**src/rtl/ctl_stage_regs.sv**
```systemverilog
// Purpose: carries ID-decoded controls through ID/EX, EX/MEM, MEM/WB and resolves load-use/RAW stalls, taken-branch flushes and operand forwarding.
// Latency: ID controls reach ex_* after 1 edge, mem_* after 2, wb_* after 3; pc_write/ifid_write/ifid_flush/pc_src/fwd_* are combinational from stage state.
// Backpressure: hazards drop pc_write/ifid_write and inject a bubble into ID/EX (FORWARD_EN defined: load-use only; undefined: every RAW cycle); a taken branch overrides the stall.
module ctl_stage_regs #(
    parameter int CNT_W = 16
) (
    input  logic             clk,
    input  logic             reset,
    input  logic             id_RegDst,
    input  logic             id_ALUSrc,
    input  logic             id_MemtoReg,
    input  logic             id_RegWrite,
    input  logic             id_MemRead,
    input  logic             id_MemWrite,
    input  logic             id_Branch,
    input  logic [1:0]       id_ALUOp,
    input  logic [4:0]       id_rs,
    input  logic [4:0]       id_rt,
    input  logic [4:0]       id_rd,
    input  logic             ex_zero,
    output logic             ex_ALUSrc,
    output logic             ex_MemRead,
    output logic [1:0]       ex_ALUOp,
    output logic [4:0]       ex_rs,
    output logic [4:0]       ex_rt,
    output logic             mem_MemRead,
    output logic             mem_MemWrite,
    output logic             pc_src,
    output logic             wb_RegWrite,
    output logic             wb_MemtoReg,
    output logic [4:0]       wb_wreg,
    output logic             pc_write,
    output logic             ifid_write,
    output logic             ifid_flush,
    output logic [1:0]       fwd_a,
    output logic [1:0]       fwd_b,
    output logic [CNT_W-1:0] stall_cnt,
    output logic [CNT_W-1:0] flush_cnt
);

    typedef struct packed {
        logic       RegDst;
        logic       ALUSrc;
        logic       MemtoReg;
        logic       RegWrite;
        logic       MemRead;
        logic       MemWrite;
        logic       Branch;
        logic [1:0] ALUOp;
    } ctl_t;

    ctl_t       id_ctl;
    ctl_t       ex_ctl;
    logic [4:0] ex_rd;
    logic [4:0] ex_wreg;

    logic       mem_RegWrite;
    logic       mem_MemtoReg;
    logic       mem_Branch;
    logic       mem_zero;
    logic [4:0] mem_wreg;

    logic       hazard;
    logic       squash_idex;
    logic       count_stall;

    assign id_ctl = '{RegDst:   id_RegDst,
                      ALUSrc:   id_ALUSrc,
                      MemtoReg: id_MemtoReg,
                      RegWrite: id_RegWrite,
                      MemRead:  id_MemRead,
                      MemWrite: id_MemWrite,
                      Branch:   id_Branch,
                      ALUOp:    id_ALUOp};

    assign ex_ALUSrc  = ex_ctl.ALUSrc;
    assign ex_MemRead = ex_ctl.MemRead;
    assign ex_ALUOp   = ex_ctl.ALUOp;
    assign ex_wreg    = ex_ctl.RegDst ? ex_rd : ex_rt;

`ifdef FORWARD_EN
    // Forwarding covers ALU results, so only a load consumed by the very next instruction must wait.
    assign hazard = ex_ctl.MemRead && (ex_rt != 5'd0) && ((ex_rt == id_rs) || (ex_rt == id_rt));
`else
    // Without forwarding any pending write in EX or MEM blocks a reader; WB is covered by the write-first regfile.
    logic ex_raw;
    logic mem_raw;
    assign ex_raw  = ex_ctl.RegWrite && (ex_wreg != 5'd0) && ((ex_wreg == id_rs) || (ex_wreg == id_rt));
    assign mem_raw = mem_RegWrite && (mem_wreg != 5'd0) && ((mem_wreg == id_rs) || (mem_wreg == id_rt));
    assign hazard  = ex_raw || mem_raw;
`endif

    // A taken branch kills the instructions behind it, so the front end must move even if it was stalled.
    assign pc_src      = mem_Branch && mem_zero;
    assign ifid_flush  = pc_src;
    assign pc_write    = !hazard || pc_src;
    assign ifid_write  = !hazard || pc_src;
    assign squash_idex = hazard || pc_src;
    assign count_stall = hazard && !pc_src;

`ifdef FORWARD_EN
    // Operand source select; the younger result in EX/MEM takes priority over MEM/WB, and $0 is never forwarded.
    always_comb begin
        fwd_a = 2'b00;
        fwd_b = 2'b00;
        if (mem_RegWrite && (mem_wreg != 5'd0) && (mem_wreg == ex_rs)) begin
            fwd_a = 2'b10;
        end else if (wb_RegWrite && (wb_wreg != 5'd0) && (wb_wreg == ex_rs)) begin
            fwd_a = 2'b01;
        end
        if (mem_RegWrite && (mem_wreg != 5'd0) && (mem_wreg == ex_rt)) begin
            fwd_b = 2'b10;
        end else if (wb_RegWrite && (wb_wreg != 5'd0) && (wb_wreg == ex_rt)) begin
            fwd_b = 2'b01;
        end
    end
`else
    assign fwd_a = 2'b00;
    assign fwd_b = 2'b00;
`endif

    // ID/EX: controls become a bubble on stall or flush; register fields always load.
    always_ff @(posedge clk) begin
        if (reset) begin
            ex_ctl <= '0;
            ex_rs  <= 5'd0;
            ex_rt  <= 5'd0;
            ex_rd  <= 5'd0;
        end else begin
            ex_ctl <= squash_idex ? ctl_t'('0) : id_ctl;
            ex_rs  <= id_rs;
            ex_rt  <= id_rt;
            ex_rd  <= id_rd;
        end
    end

    // EX/MEM: controls of the instruction behind a taken branch are cleared; zero flag and wreg always load.
    always_ff @(posedge clk) begin
        if (reset) begin
            mem_RegWrite <= 1'b0;
            mem_MemtoReg <= 1'b0;
            mem_MemRead  <= 1'b0;
            mem_MemWrite <= 1'b0;
            mem_Branch   <= 1'b0;
            mem_zero     <= 1'b0;
            mem_wreg     <= 5'd0;
        end else begin
            mem_RegWrite <= ex_ctl.RegWrite && !pc_src;
            mem_MemtoReg <= ex_ctl.MemtoReg && !pc_src;
            mem_MemRead  <= ex_ctl.MemRead && !pc_src;
            mem_MemWrite <= ex_ctl.MemWrite && !pc_src;
            mem_Branch   <= ex_ctl.Branch && !pc_src;
            mem_zero     <= ex_zero;
            mem_wreg     <= ex_wreg;
        end
    end

    // MEM/WB: write-back controls and destination advance unconditionally.
    always_ff @(posedge clk) begin
        if (reset) begin
            wb_RegWrite <= 1'b0;
            wb_MemtoReg <= 1'b0;
            wb_wreg     <= 5'd0;
        end else begin
            wb_RegWrite <= mem_RegWrite;
            wb_MemtoReg <= mem_MemtoReg;
            wb_wreg     <= mem_wreg;
        end
    end

    // Event counters stick at all-ones; a stall overridden by a flush is not counted.
    always_ff @(posedge clk) begin
        if (reset) begin
            stall_cnt <= '0;
            flush_cnt <= '0;
        end else begin
            if (count_stall && (stall_cnt != '1)) begin
                stall_cnt <= stall_cnt + CNT_W'(1);
            end
            if (pc_src && (flush_cnt != '1)) begin
                flush_cnt <= flush_cnt + CNT_W'(1);
            end
        end
    end

endmodule

```
**config.mk**
```make
export PLATFORM = sky130hd
export DESIGN_NAME = ctl_stage_regs
export DESIGN_NICKNAME = d
export VERILOG_FILES = /design/src/rtl/ctl_stage_regs.sv
export SDC_FILE = /design/constraint.sdc
export NUM_CORES = 1
export LEC_CHECK = 0
export ABC_AREA = 1
export ABC_CLOCK_PERIOD_IN_PS = 4900
export CAP_MARGIN = 0
export CORE_ASPECT_RATIO = 0.75
export CORE_MARGIN = 3
export CORE_UTILIZATION = 45
export CTS_BUF_LIST = sky130_fd_sc_hd__clkbuf_8
export CTS_CLUSTER_DIAMETER = 60
export DETAILED_ROUTE_END_ITERATION = 10
export GPL_ROUTABILITY_DRIVEN = 0
export PLACE_DENSITY = 0.7
export SYNTH_ARGS = -nofsm -noshare
export SYNTH_HDL_FRONTEND = slang
export SYNTH_SLANG_ARGS = --single-unit
```
**constraint.sdc**
```tcl
create_clock -name clk -period 4.9 [get_ports clk]
set_input_delay 0.49 -clock clk [delete_from_list [all_inputs] [get_ports clk]]
set_output_delay 0.49 -clock clk [all_outputs]
set_load 0.02 [all_outputs]
```
Yosys cells after proc, flatten, opt, wreduce, memory -nomap -nowiden
Index checks and enable logic that the tools add are counted.
{"block": "totals", "register_bits": 74, "output_inout_bits": 63}
{"block": "classes", "addsub": 2, "eq_ne": 6, "n_mux": 1, "reduce_logical": 23}
{"op": "$add 16x1->16 const B", "count": 2}
{"op": "$ne 16x16->1 const B", "count": 2}
{"op": "$eq 5x5->1", "count": 4}
{"op": "$logic_and 1x1->1", "count": 13}
{"op": "$reduce_bool 5->1", "count": 2}
{"op": "$logic_or 1x1->1", "count": 5}
{"op": "$mux 5", "count": 1}
{"op": "$logic_not 1->1", "count": 2}
{"op": "$reduce_or 2->1", "count": 1}

Logic depth before layout (Yosys ltp)
{"block": "depth", "depth_word": 7, "depth_mapped": 16, "ltp_nobuf": 14}

Least setup slack after synthesis
OpenSTA, ideal clock, no wires.
{"block": "synth_path", "path_kind": "reg2out", "start": "register ex_rt[2]", "end": "output port pc_write", "arrival_ps": 1612, "t_required_ps": 4410, "setup_slack_ps": 2798, "path_stages_with_launch": 14, "path_buffers": 2, "path_cell_list": "dfxtp_1 > inv_1 > nand2_2 > nand2_2 > nand2_1 > nand2_1 > nor2_1 > nand3_1 > nand2_1 > nand2_2 > nand2_4 > buf_4 > nand2_1 > buf_4"}
{"block": "synth_between", "elab_chain_len": 7, "elab_cells_between_ends": 10, "classes_between": "2 x eq/ne; 1 x mux; 7 x reduce/logical"}
{"item": "start, declared", "line": "25", "rtl": "output logic [4:0] ex_rt,"}
{"item": "start signal, assigned", "line": "132", "rtl": "ex_rt <= id_rt;"}
{"item": "$mux 5 *", "line": "79", "rtl": "assign ex_wreg = ex_ctl.RegDst ? ex_rd : ex_rt;"}
{"item": "$eq 5x5->1 or $reduce_bool 5->1 (tied branches)", "line": "88", "rtl": "assign ex_raw = ex_ctl.RegWrite && (ex_wreg != 5'd0) && ((ex_wreg == id_rs) || (ex_wreg == id_rt));"}
{"item": "$logic_or 1x1->1 or $logic_and 1x1->1 (tied branches)", "line": "88"}
{"item": "$logic_and 1x1->1 *", "line": "88"}
{"item": "$logic_or 1x1->1 *", "line": "90", "rtl": "assign hazard = ex_raw || mem_raw;"}
{"item": "$logic_not 1->1 *"}
{"item": "$logic_or 1x1->1 *"}
{"item": "end, declared", "line": "32", "rtl": "output logic pc_write,"}
Every way passes the cells marked *; elsewhere a longest branch is shown, timed or not.

Final worst setup path
{"block": "layout_path", "start": "register ex_ctl[8] (netlist bit)", "end": "output port pc_write"}
{"block": "layout_between", "elab_chain_len": 7, "elab_cells_between_ends": 10, "classes_between": "2 x eq/ne; 1 x mux; 7 x reduce/logical"}
{"item": "start, declared", "line": "53", "rtl": "ctl_t ex_ctl;"}
{"item": "start signal, assigned", "line": "130", "rtl": "ex_ctl <= squash_idex ? ctl_t'('0) : id_ctl;"}
{"item": "$mux 5 *", "line": "79"}
{"item": "$eq 5x5->1 or $reduce_bool 5->1 (tied branches)", "line": "88"}
{"item": "$logic_or 1x1->1 or $logic_and 1x1->1 (tied branches)", "line": "88"}
{"item": "$logic_and 1x1->1 *", "line": "88"}
{"item": "$logic_or 1x1->1 *", "line": "90"}
{"item": "$logic_not 1->1 *", "line": "96", "rtl": "assign pc_write = !hazard || pc_src;"}
{"item": "$logic_or 1x1->1 *", "line": "96"}
Marks and branches as above.

==> results by group <==
Detailed routing
  – Vias: ~3500
  – Final WL: roughly 8.8 mm
  – Iteration-0 DRC Markers: roughly 180
  – ANT nets after route: 0
  – Vias per inst: ~4.8
  – Residual DRC count: 0
  – Post-DR wirelength/cell: between 10 and 15 µm
  – Pre-Repair DR Iteration Count: 5

Setup path
  – Worst Reg-to-Reg Cells: 14
  – WP data required: around 4.4 ns
  – Crit-path most repeated cell: nand2_1
  – Critical path's slowest cell: dfxtp_1
  – CP cell instances: inv_6, nand2_2, nand2_2, nand2_1, nand2_1, nor2_1, nand3_1, nand2_1, nand2_2, nand2_4, nand2_1, clkdlybuf4s50_1
  – Crit start category: flop
  – Worst setup EP type: primary output
  – CP Class: flop to primary output
  – Delay-heaviest family, CP: simple AND/OR/NAND/NOR gates
  – Buf/Inv on CP: 2
  – Critical Path Stages: 12
  – Crit path max fanout: 31
  – Data arrival, critical path: 2.77 ns
  – CP peak stage delay: approximately 0.67 ns

Cells and area
  – Fillers: roughly 730
  – Finished Core Util: around 62%
  – Layout cell share with drive strength beyond 1: under 10%
  – N_diodes: 0
  – Nets: roughly 640
  – Reg area: approximately 1500 µm²
  – Most frequent cells in the layout: 113 x inv_1, 103 x nand2_1, 85 x nor2_1, 85 x clkdlybuf4s50_1, 74 x dfxtp_1
  – Finished Layout Cells: roughly 720
  – Area occupied by multi-input gates: roughly 1600 µm²
  – Layout area overhead: 29.79%
  – Commonest non-fill, non-tap cell in the layout: inv_1

GRT
  – Busiest layer in global routing: met2
  – Initial antenna violation count: 0
  – GR Util met1: between 20% and 30%
  – All-layer global routing usage: around 20%
  – Largest net degree at the start of global routing: 34
  – Met2 usage: just under 30%
  – Total gr overflow: 0
  – Met3 Use GR: a little under 7%
  – Vias in the first global route: between 3000 and 4000
  – First-pass GRT wire length: 14.99 mm

Pwr
  – Total power: roughly 1.3 mW
  – Static Leak: 2.076 nW
  – Pwr Density: around 280 nW/µm²
  – Worst vdd ir: roughly 0.00017 V

CTS
  – Skew-Pair Late Insertion Delay: between 0.3 and 0.4 ns
  – Reg clk slew, reported paths: 0.08 ns
  – Root Buffer: clkbuf_8
  – Clk buf depth: 2
  – CTS resizes: 0
  – Post-CTS Setup Inserts: 0
  – CTS tree: yes
  – Hold buffer count at CTS: 0
  – Clk sinks: 74
  – CTS buffer count: 9
  – H-Tree Depth: 3

Synthesis
  – Netlist cell types: 31
  – Synth area leader: dfxtp_1
  – Cells after Synth: around 530
  – Syn Area/Cell: between 6 and 7 µm²
  – Dominant synthesized flop cell: dfxtp_1
  – Post-synth EDFFs: 0
  – Ranking of synthesized cells by area: dfxtp_1 41%, inv_1 12%, nand2_1 11%, nor2_1 8.8%, nand3_1 4.0%
  – Number of synthesis warnings: 0
  – Synth Register Bits: 74
  – Ys async rst share: 0%
  – Sequential share of the synthesized area: 40.77%
  – Top-area cell type share of the netlist area: approximately 40%
  – Cell area after synthesis: 3633 µm²

Floorplanning
  – Core area: 7601 µm²
  – Chip height: 83.82 µm
  – I/O Pins: 90
  – Die X: between 100 and 150 µm
  – DIE AREA: 9200 µm²
  – Initial Utilization: 47.80%
  – Row count: 27

Run
  – Max Cap Viol: 0

Place
  – Placed Cells: ~700
  – Hpwl dp: ~6.5 mm
  – Dpl ws: ~1.8 ns
  – Port bufs: 85

Timing
  – Final Max Slew Viols: 0
  – Worst-Margin Slew: about 1 ns
  – Tcrit/Tclk final: 66.63%
  – Final min period: around 3.3 ns
  – Clock skew: 0.01531 ns
  – Hold violation count in the final report: 0
  – RSZ-0062 raised after global routing: false
  – Final TNS setup: 0 ns
  – Final WS setup: around 1.6 ns
  – Relative slew margins: 33.31%
  – Final setup fails: 0
  – Fmax: 306.3 MHz

Hold path
  – Hold depth: 2
  – Hold Path Class: flop to flop

Run status
  – Status: complete, no violations
[logic make-up (layout without fill, tap and decap cells)]
kind of cell / after synthesis / after routing / share of synthesized area, %
adder cells (fa/ha/maj): 2 / 2 / 0.6886
AO/OA/AOI/OAI: 33 / 33 / 4.821
AND/OR/NAND/NOR: 278 / 278 / 35.50
XOR/XNOR: 9 / 9 / 2.170
flip-flops: 74 / 74 / 40.77
buffers and inverters: 135 / 217 / 15.94
other: 1 / 4 / 0.1032
[Yosys cell counts (6+ instances only)]
cell and instances:
nor3_1 11, nand3_1 29, inv_1 113, dfxtp_1 74, nand3_2 13, nor2_1 85, xor2_1 6, a21oi_1 16
nand2_2 6, o21ai_0 13, nand4_1 23, nand2_1 103, buf_4 9
[layer usage]
layer / vias to the layer above / wire [µm]
li1: 1780 / -
met5: - / 0
met4: 0 / 73
met2: 131 / 3688
met3: 5 / 777
met1: 1538 / 4244
[power by group]
group          switching (mW)  leakage, nW  internal (mW)
registers              0.0127        0.605          0.620
logic                  0.0821         1.36         0.0635
clock network           0.244        0.106          0.290
[final timing paths]
kind / from / slack, ns / to
setup / recovery: ex_ctl[8] / 1.64 / pc_write
hold / removal: mem_MemtoReg / 0.41 / wb_MemtoReg
setup reg to reg: ex_ctl[8] / 2.69 / stall_cnt[1]
hold reg to reg: mem_MemtoReg / 0.41 / wb_MemtoReg
[worst min-delay path: cells and delay by family (launching register included)]
kind | cells | cell delay (ns)
buffers and inverters | 1 | 0.04
flip-flops | 1 | 0.30
AND/OR/NAND/NOR | 1 | 0.03
[registers in the layout, summed over array words and instances (netlist names), 2 cells and up]
register / count
ex_rt: 5
ex_rd: 5
ex_rs: 5
mem_wreg: 5
ex_ALUOp: 2
stall_cnt: 16
wb_wreg: 5
flush_cnt: 16
ex_ctl: 5
[cell type report]
type                    instances  share of cell area, %
clock buffers                   9                  2.627
inverters                     114                  9.180
clock inverters                 7                  2.149
flip-flops and latches         74                  31.41
repair buffers                 87                  18.36
well taps                     101                  2.680
multi-input cells             326                  33.59
[through the flow]
step	cell area, µm²	hold WS (ns)
detailed placement	4491	0.3957
global route	4716	0.4288
CTS	4716	0.4065
floorplan	3645	0.3883
finish	4716	0.4057
global placement	4491	0.3910
No activity file was read; power rests on OpenSTA's default activity.
